[src/rtl/regfile_n.sv]
// DEPTH x N register file, one write port, one registered read port.
// Negedge clocked, async active-low reset, bulk clear and write bypass.
module regfile_n #(
    parameter int N     = 8,
    parameter int DEPTH = 4,
    localparam int AW   = (DEPTH > 1) ? $clog2(DEPTH) : 1
) (
    input  logic          CLKb,
    input  logic          RSTb,
    input  logic          CLR,
    input  logic          WE,
    input  logic [AW-1:0] WADDR,
    input  logic [N-1:0]  WD,
    input  logic          RE,
    input  logic [AW-1:0] RADDR,
    output logic [N-1:0]  RD,
    output logic          RVALID,
    output logic          RHIT,
    output logic          WERR
);

    logic [N-1:0]     mem_q [DEPTH];
    logic [N-1:0]     mem_d [DEPTH];
    logic [DEPTH-1:0] flag_q;
    logic [DEPTH-1:0] flag_d;
    logic [N-1:0]     rd_q;
    logic [N-1:0]     rd_d;
    logic             rhit_q;
    logic             rhit_d;
    logic             rvalid_q;
    logic             rvalid_d;
    logic             werr_q;
    logic             werr_d;

    logic w_ok;
    logic r_ok;
    logic w_go;

    // Address range checks; only meaningful when DEPTH is not a power of 2
    assign w_ok = (int'(WADDR) < DEPTH);
    assign r_ok = (int'(RADDR) < DEPTH);
    assign w_go = WE && w_ok && !CLR;

    // Next state: write/clear of the array, read with bypass, error flag
    always_comb begin
        mem_d    = mem_q;
        flag_d   = flag_q;
        rd_d     = rd_q;
        rhit_d   = rhit_q;
        rvalid_d = RE;
        werr_d   = (WE && !w_ok) || (RE && !r_ok);

        if (CLR) begin
            for (int i = 0; i < DEPTH; i++) begin
                mem_d[i] = '0;
            end
            flag_d = '0;
        end else if (w_go) begin
            mem_d[WADDR]  = WD;
            flag_d[WADDR] = 1'b1;
        end

        if (RE) begin
            if (CLR || !r_ok) begin
                rd_d   = '0;
                rhit_d = 1'b0;
            end else if (w_go && (WADDR == RADDR)) begin
                rd_d   = WD;
                rhit_d = 1'b1;
            end else begin
                rd_d   = mem_q[RADDR];
                rhit_d = flag_q[RADDR];
            end
        end
    end

    // State registers; reset discards everything including an in-flight read
    always_ff @(negedge CLKb or negedge RSTb) begin
        if (!RSTb) begin
            for (int i = 0; i < DEPTH; i++) begin
                mem_q[i] <= '0;
            end
            flag_q   <= '0;
            rd_q     <= '0;
            rhit_q   <= 1'b0;
            rvalid_q <= 1'b0;
            werr_q   <= 1'b0;
        end else begin
            mem_q    <= mem_d;
            flag_q   <= flag_d;
            rd_q     <= rd_d;
            rhit_q   <= rhit_d;
            rvalid_q <= rvalid_d;
            werr_q   <= werr_d;
        end
    end

    assign RD     = rd_q;
    assign RHIT   = rhit_q;
    assign RVALID = rvalid_q;
    assign WERR   = werr_q;

endmodule
[config.mk]
export PLATFORM = sky130hd
export DESIGN_NAME = regfile_n
export DESIGN_NICKNAME = d
export VERILOG_FILES = /design/src/rtl/regfile_n.sv
export SDC_FILE = /design/constraint.sdc
export NUM_CORES = 1
export LEC_CHECK = 0
export ABC_AREA = 0
export CAP_MARGIN = 25
export CORE_MARGIN = 2
export CORE_UTILIZATION = 35
export CTS_CLUSTER_SIZE = 25
export DETAILED_ROUTE_END_ITERATION = 12
export GPL_ROUTABILITY_DRIVEN = 0
export PLACE_DENSITY = 0.58
export SLEW_MARGIN = 20
export SYNTH_ARGS = -nofsm -noshare
export SYNTH_HDL_FRONTEND = slang
export SYNTH_SLANG_ARGS = --single-unit
export TNS_END_PERCENT = 50
[constraint.sdc]
create_clock -name CLKb -period 1.2 [get_ports CLKb]
set_input_delay 0.18 -clock CLKb [delete_from_list [all_inputs] [get_ports CLKb]]
set_output_delay 0.18 -clock CLKb [all_outputs]
set_load 0.03 [all_outputs]
# Word level (Yosys, flattened, before mapping)
# Index checks and enable logic that the tools add are counted.
# word_totals
reg_bits,46
input_bits,17
output_inout_bits,11
elab_cells,42
# classes
n_lt_le_gt_ge,6
n_eq_ne,1
mux,18
bitwise_logic,3
n_reduce_logical,6
# ops
operator,n
32-bit two-way mux,2
8-bit two-way mux,5
32-bit bitwise mux,1
8-bit binary-select mux with 2-bit select,1
8-bit demux with 2-bit select,1
4-bit two-way mux,2
3-bit greater-or-equal comparator (second input constant),2
2-bit by 3-bit < comparator with 1-bit output (second input constant),2
2-bit inverter with 3-bit output,2
1-bit logical AND,4
1-bit two-way mux,4
4-bit bitwise OR,1
3-bit by 1-bit < comparator with 1-bit output (second input constant),1
1-bit binary-select mux with 2-bit select,1
1-bit demux with 2-bit select,1
2-bit == test,1
2-bit by 1-bit greater-or-equal comparator with 1-bit output (second input constant),1
2-bit nonzero test,1
1-bit logical NOT,1

# Depth between registers and ports, before layout
# logic_depth
word_depth,8
depth_mapped,5
mapped_depth_nobuf,3

==> results.toml <==
[clocking]
cts_buffer_depth = 2
clk_pin_slew_ps = 60
numClockSinks = 46
root_buffer = "clkbuf_8"
cts_tree = "built"
htree_num_levels = 2
clock_latency_ps = 300
cts_hold_buf = 0
cts_buffers = 5

[synthesis]
synth_area_mm2 = 0.00231
synth.most_common_cell = "dfrtn_1"
synth_ff_type = "dfrtn_1"
synth_seq_cells = 46
async_reset_ff_share_pct = 100
syn_nets = 219
synth_seq_area_share_pct = 49.7
synth.largest_area_cell = "dfrtn_1"
ys_types = 28
synth_edf_count = 0
synth_cells = 202
synth.area.top_cells = "dfrtn_1 (50%), mux2i_1 (10%), mux4_2 (8.8%)"
syn_avg_cell_area_um2 = 11.5
netlist.area_leader.share_pct = 49.7
ys.warnings.count = 0
synth_common_cells = "dfrtn_1 (46), nor2_1 (28), mux2i_1 (24)"

[worst_setup_path]
crit_required_ps = 740
r2r_cells = 3
worstSetupPathType = "input port to flip-flop"
cp_data_arrival_time_ps = 1220
critPathCaptureType = "flip-flop"
cp_max_fo = 7
startpoint_type = "input port"
reg2reg_slack_ps = -110

[routing]
drc = 0
wl_met2_mm = 2.83
top_layer_used = "met4"
wl_met3_um = 191
ant_nets = 0
drt_wl_total_mm = 5.88
drt-initial-drc-count = 73
firstDrtPassIters = 4
avgRoutedWirePerCell_um = 17.4
via_per_inst = 5.15
vias = 1742
wl_met1_mm = 2.76

[grt]
gr-total-overflow = 0
grt_use_total_pct = 17.8
antenna_found_initial = 0
grt_max_degree = 47
grt_pass1_vias = 1841
grt_pass1_wl_mm = 9.89

[power]
powerDensity_mw_per_mm2 = 958
ir_drop_uv = 529
p_leak_nw = 1.62
switching_share_pct = 28.2
p_switching_uw = 943
intPower_mw = 2.40
p_clk_share_pct = 27.9
seqPwrFrac_pct = 49.5
p_comb_share_pct = 22.6

[sta]
drv_slew = 0
layout_setup_ws_ps = -475
finalSetupViolCount = 55
finalHoldViolCount = 0
rsz0062_at_grt = "yes"
skew_ps = 4.25

[placed_design]
placed_area_mm2 = 0.00288
place_worst_setup_slack_ps = -1290
dp_cells = 313
numPortBuffers = 26
dp_hpwl_mm = 3.69

[floorplanning]
initial_utilization_pct = 36.2
dieArea_mm2 = 0.00728
die_w_um = 85.3
pin_count = 28
fp.coreArea_mm2 = 0.00639
placementRows = 29
dieHeight_um = 85.3

[layout]
finalNonFillerCells = 338
fin_nets = 278
num-fill-cells = 537
fin_area_mm2 = 0.00348
fin_util_pct = 54.5
syn_to_final_growth_pct = 50.5
drive_gt1_share_pct = 39.1
antenna-diode-count = 0

[hold_path]
hold_path.class = "input port to asynchronous set/reset pin"

[run_status]
outcome = "finished, violations left"
violations = "setup timing"

[run]
cap_violations = 0
[critical path, cell delays in order]
cell     delay [ps]
buf_12           90
buf_12          130
mux4_2          520
a41oi_2         200
o22ai_1          90
[state kept, by name (all words and copies together) (netlist names)]
signal  flops
flag_q      4
mem_q      32
RHIT        1
RD          8
RVALID      1
[worst paths after layout]
| check | from | endpoint |
|---|---|---|
| setup / recovery | RADDR[0] | RHIT$_DFFE_NN0P_ |
| hold / removal | RSTb | mem_q[8]$_DFFE_NN0P_ |
| setup reg to reg | flag_q[0]$_DFFE_NN0P_ | RHIT$_DFFE_NN0P_ |
| hold reg to reg | flag_q[3]$_DFFE_NN0P_ | flag_q[3]$_DFFE_NN0P_ |
| max in group asynchronous | RSTb | mem_q[17]$_DFFE_NN0P_ |
| min in group CLKb | flag_q[3]$_DFFE_NN0P_ | flag_q[3]$_DFFE_NN0P_ |
[power by group through the flow]
| stage | sequential (mW) | combinational [mW] | clock [mW] |
|---|---|---|---|
| final | 1.65 | 0.754 | 0.932 |
| after global routing | 1.66 | 0.804 | 1.04 |
| after CTS | 1.65 | 0.742 | 0.951 |
| after detailed placement | 1.68 | 0.561 | 0 |
| after global placement | 1.68 | 0.558 | 0 |
| after floorplan | 1.70 | 0.289 | 0 |
[routing by layer]
metal / track usage (%) / vias up
met1: 24.3 / 872
li1: - / 830
met3: 3.40 / 6
met2: 28.2 / 34
met4: 6.49 / 0
met5: 0 / -
[cell usage in the layout (no fill, tap or decap), types with 2 or more instances in the layout]
master / n
clkbuf_8: 5
nand3_1: 8
xor2_4: 3
dfrtn_1: 46
nand3b_1: 2
nand2b_1: 8
xnor2_1: 2
inv_1: 4
mux2i_1: 23
dlymetal6s2s_1: 8
o311ai_4: 7
mux4_2: 9
nand2_1: 16
nor2_1: 28
buf_12: 11
o211ai_2: 8
buf_4: 14
a21oi_1: 9
buf_8: 3
buf_6: 27
[kinds of logic after synthesis]
family                    after synthesis  synth area share, %
AOI/OAI and AO/OA                      28                 10.2
xor gates and xnor gates                4                 2.32
buffers and inverters                  22                 4.92
DFF                                    46                 49.7
muxes                                  33                 19.1
other                                   1                0.162
and+or+nand+nor                        68                 13.6
[what timing repair did]
action                                  in CTS  in global routing
resized for setup                           69                 33
setup buffers                               14                  4
pin swaps                                   17                 13
gates cloned                                 4                  0
endpoints found under the setup margin      56                 55
[layout make-up]
cell class	instances	area, um2	area share [%]
Clock buffer	6	72.6	2.08
Clock inverter	1	7.51	0.216
Inverter	5	18.8	0.539
Multi-Input combinational cell	135	1280	36.9
Sequential cell	46	1150	33.0
Tap cell	77	96.3	2.77
Timing Repair Buffer	68	853	24.5
[per-stage QoR]
stage,hold WS (ps),setup TNS [ps],power (mW)
floorplan,376,-19060,1.99
global placement,444,-48190,2.24
detailed placement,455,-48720,2.24
CTS,347,-19970,3.35
global route,350,-16930,3.50
finish,324,-15550,3.34
(Power assumes the default switching activity.)
